==> config.mk <==
export PLATFORM = sky130hd
export DESIGN_NAME = axi_lite_cmd_master_flat
export DESIGN_NICKNAME = d
export VERILOG_FILES = /design/src/rtl/axi_lite_cmd_master_if.sv /design/src/rtl/axi_lite_cmd_master.sv /design/src/flat_wrapper.sv
export SDC_FILE = /design/constraint.sdc
export NUM_CORES = 1
export LEC_CHECK = 0
export CORE_ASPECT_RATIO = 1.5
export CORE_MARGIN = 4
export CORE_UTILIZATION = 39
export CTS_BUF_LIST = sky130_fd_sc_hd__clkbuf_16
export CTS_CLUSTER_DIAMETER = 150
export DETAILED_ROUTE_END_ITERATION = 10
export PLACE_DENSITY = 0.86
export SLEW_MARGIN = 20
export SYNTH_ARGS = -nofsm -noshare
export SYNTH_HDL_FRONTEND = slang
export SYNTH_SLANG_ARGS = --single-unit
==> constraint.sdc <==
create_clock -name m3_axi_aclk -period 3.6 [get_ports m3_axi_aclk]
set_clock_uncertainty 0.05 [all_clocks]
set_input_delay 0.54 -clock m3_axi_aclk [delete_from_list [all_inputs] [get_ports m3_axi_aclk]]
set_output_delay 0.54 -clock m3_axi_aclk [all_outputs]
set_load 0.005 [all_outputs]
==> src/rtl/axi_lite_cmd_master_if.sv <==
// AXI4-Lite bus between the command master and the two-slave wrapper.
// Master drives address/data/strobe/valid and the response readies.
interface axi_lite_cmd_master_if #(
  parameter int ADDR_WIDTH = 8,
  parameter int DATA_WIDTH = 32,
  parameter int RESP_WIDTH = 3
);
  logic [ADDR_WIDTH-1:0]   awaddr;
  logic                    awvalid;
  logic                    awready;
  logic [DATA_WIDTH-1:0]   wdata;
  logic [DATA_WIDTH/8-1:0] wstrb;
  logic                    wvalid;
  logic                    wready;
  logic [RESP_WIDTH-1:0]   bresp;
  logic                    bvalid;
  logic                    bready;
  logic [ADDR_WIDTH-1:0]   araddr;
  logic                    arvalid;
  logic                    arready;
  logic [DATA_WIDTH-1:0]   rdata;
  logic [RESP_WIDTH-1:0]   rresp;
  logic                    rvalid;
  logic                    rready;

  modport master (
    output awaddr, awvalid, wdata, wstrb, wvalid, bready, araddr, arvalid, rready,
    input  awready, wready, bresp, bvalid, arready, rdata, rresp, rvalid
  );

  modport slave (
    input  awaddr, awvalid, wdata, wstrb, wvalid, bready, araddr, arvalid, rready,
    output awready, wready, bresp, bvalid, arready, rdata, rresp, rvalid
  );
endinterface

==> src/rtl/axi_lite_cmd_master.sv <==
// Single-outstanding AXI4-Lite master: host command in, one bus transaction out,
// result (data/resp/timeout flag) held for the host until accepted.
module axi_lite_cmd_master #(
  parameter int DATA_WIDTH = 32,
  parameter int ADDR_WIDTH = 8,
  parameter int RESP_WIDTH = 3,
  parameter int TIMEOUT    = 64
) (
  input  logic                    m3_axi_aclk,
  input  logic                    m3_axi_areset,
  input  logic                    cmd_valid,
  output logic                    cmd_ready,
  input  logic                    cmd_rw,
  input  logic [ADDR_WIDTH-1:0]   cmd_addr,
  input  logic [DATA_WIDTH-1:0]   cmd_wdata,
  input  logic [DATA_WIDTH/8-1:0] cmd_wstrb,
  output logic                    rsp_valid,
  input  logic                    rsp_ready,
  output logic [DATA_WIDTH-1:0]   rsp_rdata,
  output logic [RESP_WIDTH-1:0]   rsp_resp,
  output logic                    rsp_timeout,
  axi_lite_cmd_master_if.master   m3_axi
);

  localparam int CNT_W = $clog2(TIMEOUT);

  typedef enum logic [2:0] {IDLE, WRITE, WRESP, RADDR, RDATA, RESP} state_t;

  state_t           state;
  logic             aw_done;
  logic             w_done;
  logic [CNT_W-1:0] count;

  logic aw_hs, w_hs, b_hs, ar_hs, r_hs;
  logic aw_fin, w_fin, timed_out;

  assign aw_hs     = m3_axi.awvalid & m3_axi.awready;
  assign w_hs      = m3_axi.wvalid  & m3_axi.wready;
  assign b_hs      = m3_axi.bvalid  & m3_axi.bready;
  assign ar_hs     = m3_axi.arvalid & m3_axi.arready;
  assign r_hs      = m3_axi.rvalid  & m3_axi.rready;
  assign aw_fin    = aw_done | aw_hs;
  assign w_fin     = w_done  | w_hs;
  assign timed_out = (count == CNT_W'(TIMEOUT - 1));

  // A completing handshake is always tested before the timeout, so it wins a tie.
  always_ff @(posedge m3_axi_aclk or posedge m3_axi_areset) begin
    if (m3_axi_areset) begin
      state          <= IDLE;
      aw_done        <= 1'b0;
      w_done         <= 1'b0;
      count          <= '0;
      cmd_ready      <= 1'b1;
      rsp_valid      <= 1'b0;
      rsp_rdata      <= '0;
      rsp_resp       <= '0;
      rsp_timeout    <= 1'b0;
      m3_axi.awaddr  <= '0;
      m3_axi.awvalid <= 1'b0;
      m3_axi.wdata   <= '0;
      m3_axi.wstrb   <= '0;
      m3_axi.wvalid  <= 1'b0;
      m3_axi.bready  <= 1'b0;
      m3_axi.araddr  <= '0;
      m3_axi.arvalid <= 1'b0;
      m3_axi.rready  <= 1'b0;
    end else begin
      case (state)
        IDLE: begin
          if (cmd_valid && cmd_ready) begin
            cmd_ready <= 1'b0;
            count     <= '0;
            aw_done   <= 1'b0;
            w_done    <= 1'b0;
            if (cmd_rw) begin
              m3_axi.awaddr  <= cmd_addr;
              m3_axi.wdata   <= cmd_wdata;
              m3_axi.wstrb   <= cmd_wstrb;
              m3_axi.awvalid <= 1'b1;
              m3_axi.wvalid  <= 1'b1;
              state          <= WRITE;
            end else begin
              m3_axi.araddr  <= cmd_addr;
              m3_axi.arvalid <= 1'b1;
              state          <= RADDR;
            end
          end
        end

        WRITE: begin
          count <= count + 1'b1;
          if (aw_hs) begin
            m3_axi.awvalid <= 1'b0;
            aw_done        <= 1'b1;
          end
          if (w_hs) begin
            m3_axi.wvalid <= 1'b0;
            w_done        <= 1'b1;
          end
          if (aw_fin && w_fin) begin
            m3_axi.bready <= 1'b1;
            state         <= WRESP;
          end else if (timed_out) begin
            m3_axi.awvalid <= 1'b0;
            m3_axi.wvalid  <= 1'b0;
            rsp_rdata      <= '0;
            rsp_resp       <= '1;
            rsp_timeout    <= 1'b1;
            rsp_valid      <= 1'b1;
            state          <= RESP;
          end
        end

        WRESP: begin
          count <= count + 1'b1;
          if (b_hs) begin
            m3_axi.bready <= 1'b0;
            rsp_rdata     <= '0;
            rsp_resp      <= m3_axi.bresp;
            rsp_timeout   <= 1'b0;
            rsp_valid     <= 1'b1;
            state         <= RESP;
          end else if (timed_out) begin
            m3_axi.bready <= 1'b0;
            rsp_rdata     <= '0;
            rsp_resp      <= '1;
            rsp_timeout   <= 1'b1;
            rsp_valid     <= 1'b1;
            state         <= RESP;
          end
        end

        RADDR: begin
          count <= count + 1'b1;
          if (ar_hs) begin
            m3_axi.arvalid <= 1'b0;
            m3_axi.rready  <= 1'b1;
            state          <= RDATA;
          end else if (timed_out) begin
            m3_axi.arvalid <= 1'b0;
            rsp_rdata      <= '0;
            rsp_resp       <= '1;
            rsp_timeout    <= 1'b1;
            rsp_valid      <= 1'b1;
            state          <= RESP;
          end
        end

        RDATA: begin
          count <= count + 1'b1;
          if (r_hs) begin
            m3_axi.rready <= 1'b0;
            rsp_rdata     <= m3_axi.rdata;
            rsp_resp      <= m3_axi.rresp;
            rsp_timeout   <= 1'b0;
            rsp_valid     <= 1'b1;
            state         <= RESP;
          end else if (timed_out) begin
            m3_axi.rready <= 1'b0;
            rsp_rdata     <= '0;
            rsp_resp      <= '1;
            rsp_timeout   <= 1'b1;
            rsp_valid     <= 1'b1;
            state         <= RESP;
          end
        end

        RESP: begin
          if (rsp_ready) begin
            rsp_valid <= 1'b0;
            cmd_ready <= 1'b1;
            state     <= IDLE;
          end
        end

        default: begin
          state     <= IDLE;
          cmd_ready <= 1'b1;
        end
      endcase
    end
  end

endmodule
==> src/flat_wrapper.sv <==
// flat-port wrapper written by rule: the top's interface ports become plain ports
module axi_lite_cmd_master_flat 
#(
  parameter int DATA_WIDTH = 32,
  parameter int ADDR_WIDTH = 8,
  parameter int RESP_WIDTH = 3,
  parameter int TIMEOUT    = 64
)
  (m3_axi_aclk, m3_axi_areset, cmd_valid, cmd_ready, cmd_rw, cmd_addr, cmd_wdata, cmd_wstrb, rsp_valid, rsp_ready, rsp_rdata, rsp_resp, rsp_timeout, m3_axi_awaddr, m3_axi_awvalid, m3_axi_wdata, m3_axi_wstrb, m3_axi_wvalid, m3_axi_bready, m3_axi_araddr, m3_axi_arvalid, m3_axi_rready, m3_axi_awready, m3_axi_wready, m3_axi_bresp, m3_axi_bvalid, m3_axi_arready, m3_axi_rdata, m3_axi_rresp, m3_axi_rvalid);
  axi_lite_cmd_master_if #(.ADDR_WIDTH(ADDR_WIDTH), .DATA_WIDTH(DATA_WIDTH), .RESP_WIDTH(RESP_WIDTH)) m3_axi_i ();
  input  logic m3_axi_aclk;
  input  logic m3_axi_areset;
  input  logic cmd_valid;
  output logic cmd_ready;
  input  logic cmd_rw;
  input  logic [ADDR_WIDTH-1:0] cmd_addr;
  input  logic [DATA_WIDTH-1:0] cmd_wdata;
  input  logic [DATA_WIDTH/8-1:0] cmd_wstrb;
  output logic rsp_valid;
  input  logic rsp_ready;
  output logic [DATA_WIDTH-1:0] rsp_rdata;
  output logic [RESP_WIDTH-1:0] rsp_resp;
  output logic rsp_timeout;
  output wire logic [$bits(m3_axi_i.awaddr)-1:0] m3_axi_awaddr;
  output wire logic [$bits(m3_axi_i.awvalid)-1:0] m3_axi_awvalid;
  output wire logic [$bits(m3_axi_i.wdata)-1:0] m3_axi_wdata;
  output wire logic [$bits(m3_axi_i.wstrb)-1:0] m3_axi_wstrb;
  output wire logic [$bits(m3_axi_i.wvalid)-1:0] m3_axi_wvalid;
  output wire logic [$bits(m3_axi_i.bready)-1:0] m3_axi_bready;
  output wire logic [$bits(m3_axi_i.araddr)-1:0] m3_axi_araddr;
  output wire logic [$bits(m3_axi_i.arvalid)-1:0] m3_axi_arvalid;
  output wire logic [$bits(m3_axi_i.rready)-1:0] m3_axi_rready;
  input wire logic [$bits(m3_axi_i.awready)-1:0] m3_axi_awready;
  input wire logic [$bits(m3_axi_i.wready)-1:0] m3_axi_wready;
  input wire logic [$bits(m3_axi_i.bresp)-1:0] m3_axi_bresp;
  input wire logic [$bits(m3_axi_i.bvalid)-1:0] m3_axi_bvalid;
  input wire logic [$bits(m3_axi_i.arready)-1:0] m3_axi_arready;
  input wire logic [$bits(m3_axi_i.rdata)-1:0] m3_axi_rdata;
  input wire logic [$bits(m3_axi_i.rresp)-1:0] m3_axi_rresp;
  input wire logic [$bits(m3_axi_i.rvalid)-1:0] m3_axi_rvalid;
  assign m3_axi_awaddr = m3_axi_i.awaddr;
  assign m3_axi_awvalid = m3_axi_i.awvalid;
  assign m3_axi_wdata = m3_axi_i.wdata;
  assign m3_axi_wstrb = m3_axi_i.wstrb;
  assign m3_axi_wvalid = m3_axi_i.wvalid;
  assign m3_axi_bready = m3_axi_i.bready;
  assign m3_axi_araddr = m3_axi_i.araddr;
  assign m3_axi_arvalid = m3_axi_i.arvalid;
  assign m3_axi_rready = m3_axi_i.rready;
  assign m3_axi_i.awready = m3_axi_awready;
  assign m3_axi_i.wready = m3_axi_wready;
  assign m3_axi_i.bresp = m3_axi_bresp;
  assign m3_axi_i.bvalid = m3_axi_bvalid;
  assign m3_axi_i.arready = m3_axi_arready;
  assign m3_axi_i.rdata = m3_axi_rdata;
  assign m3_axi_i.rresp = m3_axi_rresp;
  assign m3_axi_i.rvalid = m3_axi_rvalid;
  axi_lite_cmd_master #(.DATA_WIDTH(DATA_WIDTH), .ADDR_WIDTH(ADDR_WIDTH), .RESP_WIDTH(RESP_WIDTH), .TIMEOUT(TIMEOUT)) u_core (.m3_axi_aclk(m3_axi_aclk), .m3_axi_areset(m3_axi_areset), .cmd_valid(cmd_valid), .cmd_ready(cmd_ready), .cmd_rw(cmd_rw), .cmd_addr(cmd_addr), .cmd_wdata(cmd_wdata), .cmd_wstrb(cmd_wstrb), .rsp_valid(rsp_valid), .rsp_ready(rsp_ready), .rsp_rdata(rsp_rdata), .rsp_resp(rsp_resp), .rsp_timeout(rsp_timeout), .m3_axi(m3_axi_i));
endmodule
==> summary.txt <==
Status
  – Status: finished clean

Layout
  – Final standard cell count with taps included and fillers excluded: 662
  – Area growth syn-to-layout: 51.02%
  – Final net count: 603
  – Share of final-layout standard cells stronger than drive strength 1: 15.34%
  – Number of filler instances in the final layout: 918
  – Diode count: 0
  – Total area of sequential cells: 2654 sq um
  – Finished layout cell area: 6696 sq um
  – Area used by multi-input combinational logic: 1654 sq um

Power
  – Pwr Density: 712.7 nW/um^2
  – Static power due to leakage: 2.912 nW
  – Total net switching power: 0.001445 W
  – Fraction of power consumed by combinational cells: 38.9%
  – Switching portion of total power: 30.27%
  – Internal: 0.003328 W
  – Peak supply drop: 458.2 uV
  – Reg power frac: 41.1%
  – Clk network pwr share: 20.0%

Synth
  – Average size of a mapped cell: 13.52 sq um
  – Number of synthesized flops with an enable pin: 0
  – Total of flip-flops plus latches after synthesis: 106
  – Cell types with the highest counts after synthesis: 105 x sky130_fd_sc_hd__dfrtp_1, 54 x sky130_fd_sc_hd__mux2_2, 35 x sky130_fd_sc_hd__a22o_1
  – Post-synthesis share of cell area spent on full adders, half adders and majority gates: 0.2822%
  – Post-synthesis instance area: 4434 sq um
  – Compound-cell area share of the yosys netlist: 16.68%
  – Synthesized Nets: 421
  – FFs w/ async S/R, synth: 100.0%
  – Syn. warnings: 0
  – Post-Synth Simple-Gate Area: 5.643%
  – Ys flop type: sky130_fd_sc_hd__dfrtp_1
  – Multiplexer area fraction after synthesis: 13.71%
  – Gate count after technology mapping: 328
  – Biggest area consumer among synthesized cells: sky130_fd_sc_hd__dfrtp_1
  – Register area share after synthesis: 59.85%
  – Combinational family with the most area after synthesis: compound AO/OA/AOI/OAI gates
  – Cell variety after synth: 50
  – Most common cell in the synthesized netlist: sky130_fd_sc_hd__dfrtp_1
  – Area share of the leading cell type in the synthesized netlist: 59.26%
  – Cell types occupying the most area after synthesis: sky130_fd_sc_hd__dfrtp_1 59%, sky130_fd_sc_hd__mux2_2 14%, sky130_fd_sc_hd__a22o_1 6.9%
  – Post-synthesis xor/xnor area fraction: 0.7901%

Min path
  – Class of the most critical hold timing path: reg2reg
  – Cell depth of the worst hold path: 1
  – Hold path startpoint: u_core.rsp_rdata[12]

Place
  – GPL Wtd Cong: 0.8880
  – Dpl cells: 646
  – Hpwl dp: 9094 um
  – Total cell area at the placement stage: 6410 sq um
  – Port Buf Inserts: 186
  – Setup Slack @ Placement: 938.6 ps

Clock tree
  – Library cell used as clock root buffer: sky130_fd_sc_hd__clkbuf_16
  – Number of sinks driven by the clock tree: 106
  – Clock Path Buffers: 2
  – Clock tree from TritonCTS: yes
  – Post-CTS setup-driven buffer insertion count: 0
  – Total of hold buffers inserted after clock tree synthesis: 0
  – Number of levels the H-tree was split into: 3
  – Clock slew at the register clock pins of the worst setup and hold paths: 70 ps
  – Cells resized by post-CTS repair: 0
  – Clock latency of the later-clocked register in the worst-skew pair: 330 ps
  – CTS buffer count: 9

Route
  – Number of DRC markers in iteration 0: 107
  – Amount of wire on met2 after detailed routing: 6628 um
  – Detailed-route via count: 3513
  – Routed Antenna Nets: 0
  – Highest metal used: met4
  – Total routed wirelength: 12310 um
  – DR pass1 iterations: 4
  – Avg Vias per Cell: 5.307
  – Wirelength per Cell: 18.60 um
  – Detail Route met3 WL: 820 um
  – Routed metal-1 wirelength: 4337 um
  – Post-detailed-route DRC marker count: 0

Worst setup path
  – Crit path arrival time: 2730 ps
  – Crit path launch: u_core.state[2]
  – Critical path capture point type: flop
  – CP Class: reg2reg
  – R2r startpoint: u_core.state[2]
  – Depth of the most critical reg-to-reg path: 5
  – Required time of the critical path: 3800 ps
  – Critical path fanouts, max: 26
  – Startpoint type of the worst setup path: flop

Timing
  – Minimum hold slack: 452.7 ps
  – Least setup slack across all paths after layout: 1068 ps
  – Count of endpoints failing setup in the final report: 0
  – Slew HR: 46.58%
  – Final number of max-transition violations: 0
  – Final TNS setup: 0 ps
  – Setup repair after global routing missed its margin: no
  – Worst slew pin tran: 795.3 ps
  – Tmin final: 2532 ps
  – Fraction of the cycle the final worst path needs: 70.32%
  – Maximum clock frequency: 395.0 MHz
  – Total count of hold-check failures in the final report: 0

Global route
  – Vias in the first global route: 3893
  – Maximum number of pins on one net before global-route repair: 55
  – First-pass GRT wire length: 19760 um
  – Overflow after GRT: 0
  – Total routing usage reported by global routing: 19.05%
  – Initial antenna violation count: 0

Floorplan
  – Overall die width: 95.06 um
  – Std-Cell Rows: 47
  – IO Count: 187
  – Initial standard-cell utilization of the core: 40.11%
  – Placeable Area: 11060 sq um
  – Die height: 138.6 um
  – Area of the die: 13170 sq um

Run
  – Max-Cap Viols: 0
==> worst max-delay path, stage by stage, from the launching register on <==
cell                       delay [ps]
sky130_fd_sc_hd__dfrtp_1          840
sky130_fd_sc_hd__nand3_1          310
sky130_fd_sc_hd__nor2_2           550
sky130_fd_sc_hd__buf_4            390
sky130_fd_sc_hd__a221oi_1         120
sky130_fd_sc_hd__a22oi_1          170
==> area by class of cell <==
type | count | share of cell area [%]
Clock buffer | 9 | 3.363
Clock inverter | 7 | 0.9155
Inverter | 5 | 0.3176
Multi-Input combinational cell | 199 | 24.70
Sequential cell | 106 | 39.63
Tap cell | 147 | 2.747
Timing Repair Buffer | 189 | 28.33
==> cells by family (layout without fill, tap and decap cells) <==
family | after synthesis | count (layout)
fa+ha+maj | 1 | 1
xor+xnor | 4 | 4
flops | 106 | 106
mux | 54 | 54
buf+inv | 23 | 210
compound gates | 97 | 97
simple gates | 43 | 43
==> layer usage <==
metal  GRT usage, %  vias up
met5              0        -
met4          8.593        0
met3          5.700       40
met2          32.82      154
met1          21.14     1732
li1               -     1587
==> final timing paths <==
check / end / slack (ps)
setup / recovery: u_core.rsp_resp[1] / 1070
hold / removal: u_core.rsp_rdata[12] / 450
setup reg to reg: u_core.rsp_resp[1] / 1070
hold reg to reg: u_core.rsp_rdata[12] / 450
max in group asynchronous: u_core.cmd_ready / 2130
min in group asynchronous: u_core.m3_axi.wdata[2] / 600
==> flip-flops by register name, indices dropped and copies added, names as in the netlist, 3 cells and up <==
name	count
u_core.rsp_resp	3
u_core.m3_axi.wdata	32
u_core.m3_axi.awaddr	8
u_core.m3_axi.araddr	8
u_core.count	6
u_core.rsp_rdata	32
u_core.m3_axi.wstrb	4
u_core.state	3
==> power by group through the flow <==
stage | logic (W) | registers, W | clock network (W)
3_3_place_gp | 0.00180 | 0.00195 | 0
3_5_place_dp | 0.00186 | 0.00198 | 0
6_report | 0.00186 | 0.00196 | 0.000956
2_1_floorplan | 0.000858 | 0.00189 | 0
5_1_grt | 0.00201 | 0.00202 | 0.00103
4_1_cts | 0.00188 | 0.00196 | 0.000981
==> cells in the final DEF (no fill, tap or decap), drive strengths merged, types with 2 or more instances in the layout <==
cell type	n
clkdlybuf4s50	186
dfrtp	105
mux2	54
a22o	35
nor2	13
o21ai	13
a21oi	12
clkbuf	9
nand2	7
a22oi	6
inv	6
a31oi	5
and2	4
clkinv	4
a21o	3
nand3	3
nand2b	3
a221oi	3
xor2	3
nor3	3
buf	3
nand4	2
nor2b	2
o211ai	2
a211oi	2
a21boi	2
or3	2
o22ai	2
o32ai	2
==> metrics by stage <==
step	total power, W	util, %
5_1_grt	0.005051	60.57
2_1_floorplan	0.002753	-
3_5_place_dp	0.003838	57.98
6_report	0.004773	60.57
4_1_cts	0.004822	60.57
3_3_place_gp	0.003748	57.98
(Power assumes the default switching activity.)
